File: src/rtl/des_pkg.sv
// Shared DES constants and types for the f-function stages (expansion, S-box, P).
// The E table lists, for each output bit 1..48, the source R bit (DES numbering).
package des_pkg;
  localparam int DES_HALF_W = 32;
  localparam int DES_KEY_W  = 48;
  localparam int SBOX_IN_W  = 6;
  localparam int SBOX_OUT_W = 4;
  localparam int NUM_SBOX   = 8;
  localparam int ROUND_W    = 4;

  localparam logic [5:0] E_TABLE [DES_KEY_W] = '{
    6'd32, 6'd1,  6'd2,  6'd3,  6'd4,  6'd5,
    6'd4,  6'd5,  6'd6,  6'd7,  6'd8,  6'd9,
    6'd8,  6'd9,  6'd10, 6'd11, 6'd12, 6'd13,
    6'd12, 6'd13, 6'd14, 6'd15, 6'd16, 6'd17,
    6'd16, 6'd17, 6'd18, 6'd19, 6'd20, 6'd21,
    6'd20, 6'd21, 6'd22, 6'd23, 6'd24, 6'd25,
    6'd24, 6'd25, 6'd26, 6'd27, 6'd28, 6'd29,
    6'd28, 6'd29, 6'd30, 6'd31, 6'd32, 6'd1
  };

  typedef struct packed {
    logic [DES_KEY_W-1:0] mix;
    logic [ROUND_W-1:0]   round;
    logic                 last;
  } mix_word_t;
endpackage

File: src/rtl/des_expand_mix_if.sv
// Stream bundle for the expansion/key-mix stage: input handshake, output handshake, status.
interface des_expand_mix_if;
  import des_pkg::*;

  logic                  in_valid;
  logic                  in_ready;
  logic [DES_HALF_W-1:0] r_in;
  logic [DES_KEY_W-1:0]  subkey;
  logic [ROUND_W-1:0]    round_in;
  logic                  out_valid;
  logic                  out_ready;
  logic [DES_KEY_W-1:0]  mix_out;
  logic [ROUND_W-1:0]    round_out;
  logic                  last_out;
  logic                  seq_err;

  modport slave (
    input  in_valid, r_in, subkey, round_in, out_ready,
    output in_ready, out_valid, mix_out, round_out, last_out, seq_err
  );

  modport master (
    output in_valid, r_in, subkey, round_in, out_ready,
    input  in_ready, out_valid, mix_out, round_out, last_out, seq_err
  );
endinterface

File: src/rtl/des_expand.sv
// DES E expansion: 32-bit R half to 48 bits, pure wiring.
// DES bit n lives at vector index (width - n) on both sides.
module des_expand
  import des_pkg::*;
(
  input  logic [DES_HALF_W-1:0] i_r,
  output logic [DES_KEY_W-1:0]  o_e
);
  genvar g;
  generate
    for (g = 0; g < DES_KEY_W; g++) begin : g_e
      localparam int SRC = DES_HALF_W - int'(E_TABLE[g]);
      assign o_e[DES_KEY_W-1-g] = i_r[SRC];
    end
  endgenerate
endmodule

File: src/rtl/des_expand_mix.sv
// DES f-function front stage: E(R) xor K, one registered output plus a one-entry skid
// buffer for full throughput, and a sticky checker for out-of-order round tags.
module des_expand_mix
  import des_pkg::*;
#(
  parameter bit CHECK_SEQ = 1'b1
) (
  input  logic             clk,
  input  logic             rst,
  input  logic             flush,
  des_expand_mix_if.slave  bus
);
  logic [DES_KEY_W-1:0] w_e;
  logic                 w_acc;
  logic                 w_out_en;
  mix_word_t            w_new;

  mix_word_t            r_out;
  logic                 r_out_valid;
  mix_word_t            r_skid;
  logic                 r_skid_valid;
  logic                 r_in_ready;
  logic [ROUND_W-1:0]   r_exp;
  logic                 r_seq_err;

  des_expand u_expand (
    .i_r (bus.r_in),
    .o_e (w_e)
  );

  assign w_new.mix   = w_e ^ bus.subkey;
  assign w_new.round = bus.round_in;
  assign w_new.last  = (bus.round_in == 4'd15);

  // Inputs presented during a flush cycle are dropped, never accepted.
  assign w_acc    = bus.in_valid & r_in_ready & ~flush;
  assign w_out_en = ~r_out_valid | bus.out_ready;

  // Output register and skid entry; in_ready tracks skid occupancy one cycle later.
  always_ff @(posedge clk) begin
    if (rst) begin
      r_out        <= '0;
      r_out_valid  <= 1'b0;
      r_skid       <= '0;
      r_skid_valid <= 1'b0;
      r_in_ready   <= 1'b1;
    end else if (flush) begin
      r_out_valid  <= 1'b0;
      r_skid_valid <= 1'b0;
      r_in_ready   <= 1'b1;
    end else if (w_out_en) begin
      if (r_skid_valid) begin
        r_out        <= r_skid;
        r_out_valid  <= 1'b1;
        r_skid_valid <= 1'b0;
        r_in_ready   <= 1'b1;
      end else if (w_acc) begin
        r_out        <= w_new;
        r_out_valid  <= 1'b1;
        r_in_ready   <= 1'b1;
      end else begin
        r_out_valid  <= 1'b0;
        r_in_ready   <= 1'b1;
      end
    end else if (w_acc) begin
      r_skid       <= w_new;
      r_skid_valid <= 1'b1;
      r_in_ready   <= 1'b0;
    end else begin
      r_in_ready   <= ~r_skid_valid;
    end
  end

  // Round-sequence checker: expected tag resyncs to round_in+1 on every accept.
  always_ff @(posedge clk) begin
    if (rst) begin
      r_exp     <= 4'd0;
      r_seq_err <= 1'b0;
    end else if (flush) begin
      r_exp     <= 4'd0;
    end else if (w_acc) begin
      if (CHECK_SEQ && (bus.round_in != r_exp)) begin
        r_seq_err <= 1'b1;
      end
      r_exp <= bus.round_in + 4'd1;
    end else begin
      r_exp <= r_exp;
    end
  end

  assign bus.in_ready  = r_in_ready;
  assign bus.out_valid = r_out_valid;
  assign bus.mix_out   = r_out.mix;
  assign bus.round_out = r_out.round;
  assign bus.last_out  = r_out.last;
  assign bus.seq_err   = CHECK_SEQ ? r_seq_err : 1'b0;
endmodule

File: src/flat_wrapper.sv
// flat-port wrapper written by rule: the top's interface ports become plain ports
module des_expand_mix_flat import des_pkg::*;
#(
  parameter bit CHECK_SEQ = 1'b1
)
  (clk, rst, flush, bus_in_valid, bus_r_in, bus_subkey, bus_round_in, bus_out_ready, bus_in_ready, bus_out_valid, bus_mix_out, bus_round_out, bus_last_out, bus_seq_err);
  des_expand_mix_if bus_i ();
  input  logic clk;
  input  logic rst;
  input  logic flush;
  input wire logic [$bits(bus_i.in_valid)-1:0] bus_in_valid;
  input wire logic [$bits(bus_i.r_in)-1:0] bus_r_in;
  input wire logic [$bits(bus_i.subkey)-1:0] bus_subkey;
  input wire logic [$bits(bus_i.round_in)-1:0] bus_round_in;
  input wire logic [$bits(bus_i.out_ready)-1:0] bus_out_ready;
  output wire logic [$bits(bus_i.in_ready)-1:0] bus_in_ready;
  output wire logic [$bits(bus_i.out_valid)-1:0] bus_out_valid;
  output wire logic [$bits(bus_i.mix_out)-1:0] bus_mix_out;
  output wire logic [$bits(bus_i.round_out)-1:0] bus_round_out;
  output wire logic [$bits(bus_i.last_out)-1:0] bus_last_out;
  output wire logic [$bits(bus_i.seq_err)-1:0] bus_seq_err;
  assign bus_i.in_valid = bus_in_valid;
  assign bus_i.r_in = bus_r_in;
  assign bus_i.subkey = bus_subkey;
  assign bus_i.round_in = bus_round_in;
  assign bus_i.out_ready = bus_out_ready;
  assign bus_in_ready = bus_i.in_ready;
  assign bus_out_valid = bus_i.out_valid;
  assign bus_mix_out = bus_i.mix_out;
  assign bus_round_out = bus_i.round_out;
  assign bus_last_out = bus_i.last_out;
  assign bus_seq_err = bus_i.seq_err;
  des_expand_mix #(.CHECK_SEQ(CHECK_SEQ)) u_core (.clk(clk), .rst(rst), .flush(flush), .bus(bus_i));
endmodule
File: config.mk
export PLATFORM = sky130hd
export DESIGN_NAME = des_expand_mix_flat
export DESIGN_NICKNAME = d
export VERILOG_FILES = /design/src/rtl/des_pkg.sv /design/src/rtl/des_expand_mix_if.sv /design/src/rtl/des_expand.sv /design/src/rtl/des_expand_mix.sv /design/src/flat_wrapper.sv
export SDC_FILE = /design/constraint.sdc
export NUM_CORES = 1
export LEC_CHECK = 0
export BUFFER_PORTS_ARGS = -buffer_cell sky130_fd_sc_hd__buf_2
export CORE_MARGIN = 3
export CORE_UTILIZATION = 52
export DETAILED_ROUTE_END_ITERATION = 8
export GPL_ROUTABILITY_DRIVEN = 0
export PLACE_DENSITY = 0.92
export SYNTH_ARGS = -nofsm -noshare
export SYNTH_HDL_FRONTEND = slang
export SYNTH_SLANG_ARGS = --single-unit
export TNS_END_PERCENT = 1
File: constraint.sdc
create_clock -name clk -period 1.6 [get_ports clk]
set_input_delay 0.24 -clock clk [delete_from_list [all_inputs] [get_ports clk]]
set_output_delay 0.24 -clock clk [all_outputs]
set_load 0.1 [all_outputs]
== After elaboration in Yosys (flattened, before gate mapping) ==
Index checks and enable logic that the tools add are counted.

* Bits in writable memories: 0
* Input bits: 89
* Bits in registers: 114
* Bits in latches: 0
* Memories kept: 0
* Bits in read-only memories: 0
* Output and inout port bits: 56

* Eq/ne operators: 2
* Divide/modulo/power cells: 0
* Order comparisons: 0
* $add $sub $neg: 1
* Bitwise operators: 8
* Mux-type cells: 5
* Reduce and logical (&&, ||, !) cells: 6
* Shift-type cells: 0
* $mul: 0

{| class="wikitable"
|+ Operators by type and width
! operator !! count
|-
| two-way mux 53 bit || 2
|-
| XOR 48 bit || 1
|-
| AND reduction 3 bit || 3
|-
| adder 4 x 1 -> 4 bit, second input constant || 1
|-
| equality test 4 bit, second input constant || 1
|-
| != test 4 bit || 1
|-
| NOT 1 bit || 4
|-
| two-way mux 1 bit || 3
|-
| OR reduction 3 bit || 1
|-
| bitwise AND 1 bit || 2
|-
| nonzero test 2 bit || 1
|-
| OR reduction 2 bit || 1
|-
| OR 1 bit || 1
|}

== Depth between registers and ports, before layout ==
Gate-level depths: netlist (run 1).

* Word-level depth: 4
* Mapped depth: 6
* Mapped depth without buffers: 4

== By module ==
Synthesis (run 1) repeated with hierarchy kept, for this count alone.

* Cells, all modules: 616
* Area, all modules: 5815.6 µm²

{| class="wikitable"
|+ By module, submodules not included
! module !! times used !! area an instance (µm²) !! cells each !! seq. area each (µm²)
|-
| des_expand_mix || 1 || 5455.2 || 568 || 2282.2
|-
| des_expand || 1 || 360.3 || 48 || 0.0
|}

== Worst setup path after synthesis (run 1) ==
Ideal clock, no wire load.

* Path kind: register to register
* Start: register u_core.r_in_ready, in the netlist u_core.bus.in_ready
* End: register u_core.r_out (netlist bit u_core.bus.mix_out[17])
* Arrival: 1.848 ns
* Buffers on the path: 2
* Period minus slack after synthesis: 1.924 ns
* Stages on the path, launching flop included: 6
* Path slack: -0.324 ns
* Required time: 1.525 ns
* Cell sequence: dfxtp_1 a21o_2 nand4_1 buf_4 buf_6 o22ai_1

* Longest elaborated chain between the ends: 4

{| class="wikitable"
|+ Ends and longest elaborated chain
! item !! RTL line !! source
|-
| from (decl) || des_expand_mix.sv:22 || <nowiki>logic r_in_ready;</nowiki>
|-
| from (signal assigned) || des_expand_mix.sv:70 || <nowiki>r_in_ready <= ~r_skid_valid;</nowiki>
|-
| bitwise AND 1 bit (2 in series) || des_expand_mix.sv:36 || <nowiki>assign w_acc = bus.in_valid & r_in_ready & ~flush;</nowiki>
|-
| nonzero test 2 bit (no source line) || n/a ||
|-
| AND reduction 3 bit (no source line) || n/a ||
|-
| to (signal assigned) || des_expand_mix.sv:53 || <nowiki>r_out <= r_skid;</nowiki>
|-
| to (signal assigned) || des_expand_mix.sv:58 || <nowiki>r_out <= w_new;</nowiki>
|-
| to (decl) || des_expand_mix.sv:18 || <nowiki>mix_word_t r_out;</nowiki>
|}

Every way passes these cells.
A chain may end at the register's enable or synchronous reset.

== Worst setup path in the final report (run 1) ==
* Start: register u_core.r_out (netlist bit u_core.bus.mix_out[46])
* End: output port bus_mix_out[46]

{| class="wikitable"
|+ RTL lines
! item !! RTL line !! source
|-
| to (decl) || flat_wrapper.sv:18 || <nowiki>output wire logic [$bits(bus_i.mix_out)-1:0] bus_mix_out;</nowiki>
|}

No word-level cell between the ends.

==> qor.txt, run 1 <==
critical path required time - 1360 ps
Netlist Area Pre-Place - 5064 sq um
CP bufs+invs - 1
most frequent cells in the layout - buf_2 (143), dfxtp_1 (111), nand2_1 (76), a21oi_1 (55), o22ai_1 (48)
total vias in the final route - 4751
final net count - 786
CTS H-tree lvls - 4
internal power - 5731 uW
final setup fails - 0
initial antenna violation count - 0
Crit-path slowest cell - buf_2
maximum clock frequency - 0.6547 GHz
Cell variety after synth - 34
clk sink count - 114
core area - 9371 sq um
Data arrival, critical path - 1290 ps
Worst Hold Endpoint - u_core.r_skid[1]
Worst Setup Start Kind - flip-flop
grt ovf - 0
fin crit period - 1527 ps
FF-to-FF Start - u_core.r_skid_valid
Crit Path Class - flip-flop to output port
leading area contributor after synthesis - dfxtp_1
Hold Buf Count CTS - 0
Seq cells post-synth - 114
Slew Limit Headroom - 66.00%
Comb pwr share - 17.7%
VDD IR max - 0.0008150 V
Total Routing Usage GR - 24.56%
clock power share - 45.1%
Post-synth ARST share - 0%
Crit Path Max Fanout - 2
Least-Margin Pin Slew - 513.5 ps
Vias/cell - 5.676
PD cells - 1255 nW/um^2
final hold vios - 0
hold path start - bus_round_in[0]
Routed WL per cell - 16.11 microns
status - finished clean
part of the power in registers - 37.1%
Sw Pwr - 2366 uW
Switching Share - 29.22%
clk_skew - 8.499 ps
IO Count - 145
synthesized net count - 660
Post-Route WL - 13490 microns
Slew Limit Fails - 0
port bufs - 144
capturing point of the worst reg2reg path - u_core.bus.mix_out[40]
cells along the critical path - buf_2
Worst setup EP type - output port
Initial Util - 54.03%
DRC Markers - 0
CTS clk-pin slew, worst paths - 60 ps
Post-synth EDFFs - 0
die width - 104.7 microns
DRT Pass-1 Iters - 5
die height - 104.7 microns
layout cells sized above 1 - 28.25%
hpwl dp - 8932 microns
Max clock buf depth - 2
final period utilization - 95.46%
vias in the first global route - 4723
R2R cell count - 4
Routed Antenna Nets - 0
sequential area share after synthesis - 45.07%
synthesized area per cell - 8.884 sq um
synthesized netlist cell count - 570
Largest delay share family, worst path - buffers and inverters
dominant cells by area after synthesis - dfxtp_1 (45%), o22ai_1 (5.9%), nand2_1 (5.6%), mux2i_1 (5.5%), a21oi_1 (5.4%)
die area - 10960 sq um
setup TNS - 0 ps
first-pass GRT wire length - 22460 microns
reg-to-reg setup timing slack - 250 ps
Primary FF master, synth - dfxtp_1
commonest non-fill, non-tap cell in the layout - buf_2
clock root buffer master - clkbuf_8
CTS tree - built
Num CTS Buffers - 17
Max Cap Viol - 0
DRT iter0 DRCs - 252
Pleak - 0.002511 uW
max incr delay on CP - 440 ps
depth of the worst hold-timing path - 3
row count - 35
RSZ-0062 raised after global routing - no
Yosys warnings - 0
Layout area overhead - 27.45%
pin count of the biggest net entering global routing - 54
share of the synthesized area in the top cell type - 45.07%
worst-skew pair later-pin latency - 490 ps
Ant. Diodes - 0
worst min-delay path category - primary input to flip-flop
final core occ - 68.87%
sequential cells by signal, summed over array words and instances (netlist names):
register and flops:
u_core.bus.round_out 4, u_core.r_exp 4, u_core.bus.seq_err 1, u_core.bus.out_valid 1, u_core.r_skid 53, u_core.r_skid_valid 1, u_core.bus.in_ready 1, u_core.bus.last_out 1
u_core.bus.mix_out 48
cells in the mapped netlist, types with 2 or more instances:
master	count
xnor2_1	31
a211oi_1	32
nor3_1	44
nand3_1	6
inv_1	3
nand2_1	76
buf_1	2
nor2_1	4
dfxtp_1	114
buf_2	27
a21oi_1	55
nand4_1	2
a31oi_1	5
o22ai_1	48
clkbuf_1	17
mux2i_1	28
buf_6	2
nand2b_1	2
o21ai_0	5
o21a_1	27
xor2_1	23
buf_4	5
layer usage:
metal  global-route usage (%)  vias up  part of all wire, %
li1                         -     2286                    -
met4                    7.498        0                  1.3
met1                    29.02     2226                   40
met3                    6.733       22                  7.2
met2                    43.36      217                   52
met5                        0        -                    0
tightest hold or removal path, delay by kind of cell:
kind	cells	cell delay [ps]
AND/OR/NAND/NOR	1	70
buffers and inverters	1	140
AO/OA/AOI/OAI	1	60
logic make-up after synthesis:
| family | Yosys count | synth area share [%] |
|---|---|---|
| compound gates | 175 | 21.74 |
| xor+xnor | 54 | 9.340 |
| fa+ha+maj | 1 | 0.2471 |
| buf+inv | 57 | 5.560 |
| flops | 114 | 45.07 |
| mux | 28 | 5.535 |
| simple gates | 141 | 12.50 |
what timing repair did:
item                       CTS  global route
setup buffers                0             0
setup endpoints to repair    0             1
gates resized for setup      0             1
layout make-up:
class                   instances  area, sq um
fillers                       745         2918
multi-input cells             399         2509
well taps                     129        161.4
clock buffers                  22        483.0
flip-flops and latches        114         2288
repair buffers                160        893.4
inverters                       4        15.01
clock inverters                 9        103.9
power by group through the flow:
stage / Sequential (uW) / Clock, uW / Combinational (uW)
finish: 3010 / 3660 / 1440
global route: 3020 / 3830 / 1520
detailed placement: 3060 / 0 / 1420
CTS: 3000 / 3680 / 1440
global placement: 3060 / 0 / 1390
floorplan: 3660 / 0 / 475
how the worst max path moves through the flow:
stage | from | endpoint | cells past startpoint
after floorplan | u_core.bus.in_ready | u_core.bus.mix_out[17] | 5
after global placement | bus_in_valid | u_core.bus.mix_out[33] | 5
after detailed placement | bus_in_valid | u_core.bus.mix_out[45] | 5
after CTS | u_core.bus.in_ready | bus_in_ready | 1
after global routing | u_core.bus.round_out[0] | bus_round_out[0] | 1
final | u_core.bus.mix_out[46] | bus_mix_out[46] | 1
per-stage QoR:
step                hold slack, ps  total power, uW  instances  instance area (sq um)  worst slack [ps]
global placement             449.2             4450        806                   5864             274.0
floorplan                    387.7             4137        570                   5066             23.69
detailed placement           455.7             4487        806                   5864             193.8
finish                       75.08             8097        837                   6454             72.62
CTS                          48.51             8123        837                   6451             28.82
global route                 63.25             8365        837                   6454             24.78
Note: power is estimated with default switching activity, not from simulation.
==> run 2, diff against run 1 <==
--- a/config.mk
+++ b/config.mk
@@ -11,6 +11,7 @@
 export DETAILED_ROUTE_END_ITERATION = 8
 export GPL_ROUTABILITY_DRIVEN = 0
 export PLACE_DENSITY = 0.92
+export REMOVE_ABC_BUFFERS = 1
 export SYNTH_ARGS = -nofsm -noshare
 export SYNTH_HDL_FRONTEND = slang
 export SYNTH_SLANG_ARGS = --single-unit
==> run 2 against run 1 <==
The run now ends with design-rule violations left. Largest power group unchanged. Critical path type unchanged. Cell area is 1.2% lower. Die area stayed put. Wire length is 1.1% higher. Sequential cell count stayed put. First-iteration DRC count is 38% higher. Worst hold slack worse by 20 ps.
==> qor.txt, run 2 (synthesized netlist as in run 1, its figures left out) <==
vias in the first global route - 4660
Crit Path Max Fanout - 2
Switching Share - 30.81%
CP bufs+invs - 1
Post-Route WL - 13630 microns
PD cells - 1192 nW/um^2
failing checks - design-rule violations
FF-to-FF Start - u_core.bus.out_valid
commonest non-fill, non-tap cell in the layout - buf_2
VDD IR max - 0.0007727 V
Vias/cell - 5.784
Num CTS Buffers - 17
Hold Buf Count CTS - 0
part of the power in registers - 39.6%
Pleak - 0.002483 uW
initial antenna violation count - 0
grt ovf - 0
status - finished with violations
die height - 104.7 microns
dpl cells - 806
Crit-path slowest cell - buf_2
CTS clk-pin slew, worst paths - 50 ps
clk sink count - 114
capturing point of the worst reg2reg path - u_core.bus.round_out[0]
max incr delay on CP - 450 ps
WHS - 55.45 ps
final cell count without fillers - 835
final period utilization - 98.88%
CTS H-tree lvls - 4
cells along the critical path - buf_2
Sw Pwr - 2342 uW
DRT iter0 DRCs - 347
Initial Util - 54.03%
reg-to-reg setup timing slack - 60 ps
DRC Markers - 1
clock root buffer master - clkbuf_8
clk_skew - 9.240 ps
first-pass GRT wire length - 22180 microns
layout cells sized above 1 - 27.48%
most frequent cells in the layout - buf_2 (143), dfxtp_1 (113), nand2_1 (76), a21oi_1 (55), o22ai_1 (48)
Layout area overhead - 25.97%
Worst Hold Endpoint - u_core.r_skid[2]
Least-Margin Pin Slew - 621.5 ps
Data arrival, critical path - 1340 ps
clock power share - 41.4%
worst-skew pair later-pin latency - 510 ps
Worst Setup Start Kind - flip-flop
DRT Pass-1 Iters - 9
R2R cell count - 4
row count - 35
Worst setup EP type - output port
internal power - 5260 uW
Max clock buf depth - 2
Total Routing Usage GR - 24.30%
Crit Path Class - flip-flop to output port
Largest delay share family, worst path - buffers and inverters
maximum clock frequency - 0.6321 GHz
core area - 9371 sq um
critical path required time - 1360 ps
IO Count - 145
port bufs - 144
final hold vios - 0
Max Cap Viol - 0
Routed Antenna Nets - 0
depth of the worst hold-timing path - 3
final net count - 786
worst min-delay path category - primary input to flip-flop
RSZ-0062 raised after global routing - no
hpwl dp - 8828 microns
Slew Limit Headroom - 58.57%
final setup fails - 0
die width - 104.7 microns
pin count of the biggest net entering global routing - 59
die area - 10960 sq um
total vias in the final route - 4830
Comb pwr share - 19.0%
fin crit period - 1582 ps
hold path start - bus_round_in[1]
Slew Limit Fails - 0
Largest register FFs - 53
Routed WL per cell - 16.33 microns
CTS tree - built
Ant. Diodes - 0
register name with the most flops - u_core.r_skid
[run 2: area by class of cell]
type	count	area [sq um]
Fill cell	757	2993
Multi-Input combinational cell	399	2509
Sequential cell	114	2286
Timing Repair Buffer	160	918.4
Clock buffer	21	449.2
Tap cell	129	161.4
Clock inverter	8	40.04
Inverter	4	15.01
[run 2: metrics by stage]
step | total power (uW) | area [sq um] | worst slack (ps) | util, % | TNS, ps
2_1_floorplan | 4082 | 4797 | -2316 | - | -217450
3_3_place_gp | 4460 | 5887 | 225.4 | 62.82 | 0
3_5_place_dp | 4494 | 5887 | 143.8 | 62.82 | 0
4_1_cts | 7605 | 6379 | 27.06 | 68.06 | 0
5_1_grt | 7817 | 6379 | 0.5034 | 68.06 | 0
6_report | 7602 | 6379 | 17.97 | 68.06 | 0
[run 2: worst max-delay path by stage]
| stage | start | slack (ps) | depth (start not counted) | end |
|---|---|---|---|---|
| after global placement | bus_out_ready | 230 | 5 | u_core.bus.last_out |
| after CTS | u_core.bus.round_out[1] | 30 | 1 | bus_round_out[1] |
| final | u_core.bus.round_out[1] | 20 | 1 | bus_round_out[1] |
| after detailed placement | bus_out_ready | 140 | 5 | u_core.bus.last_out |
| after global routing | u_core.bus.round_out[3] | 0.5 | 1 | bus_round_out[3] |
| after floorplan | u_core.bus.out_valid | -2320 | 3 | u_core.bus.last_out |
[run 2: power by group through the flow]
stage | registers (uW) | clock network [uW] | logic [uW]
3_5_place_dp | 3060 | 0 | 1430
4_1_cts | 3010 | 3160 | 1440
6_report | 3010 | 3150 | 1450
2_1_floorplan | 3660 | 0 | 417
3_3_place_gp | 3060 | 0 | 1400
5_1_grt | 3020 | 3280 | 1520
[run 2: worst reg2reg max path, delay by kind of cell (launching register included)]
kind / cells / cell delay [ps]
AOI/OAI and AO/OA: 2 / 550
buffers and inverters: 1 / 360
DFF: 1 / 320
and+or+nand+nor: 1 / 190
[run 2: repair_timing]
item,in CTS,in global routing
setup endpoints to repair,1,0
resized for setup,1,0
buffers inserted,0,0
[run 2: layer usage]
metal,part of all wire (%),GRT usage [%],wire length [microns]
met1,40,29.08,5409
met2,50,42.44,6780
met3,7.9,5.559,1082
met4,2.7,9.185,362
met5,0,0,0
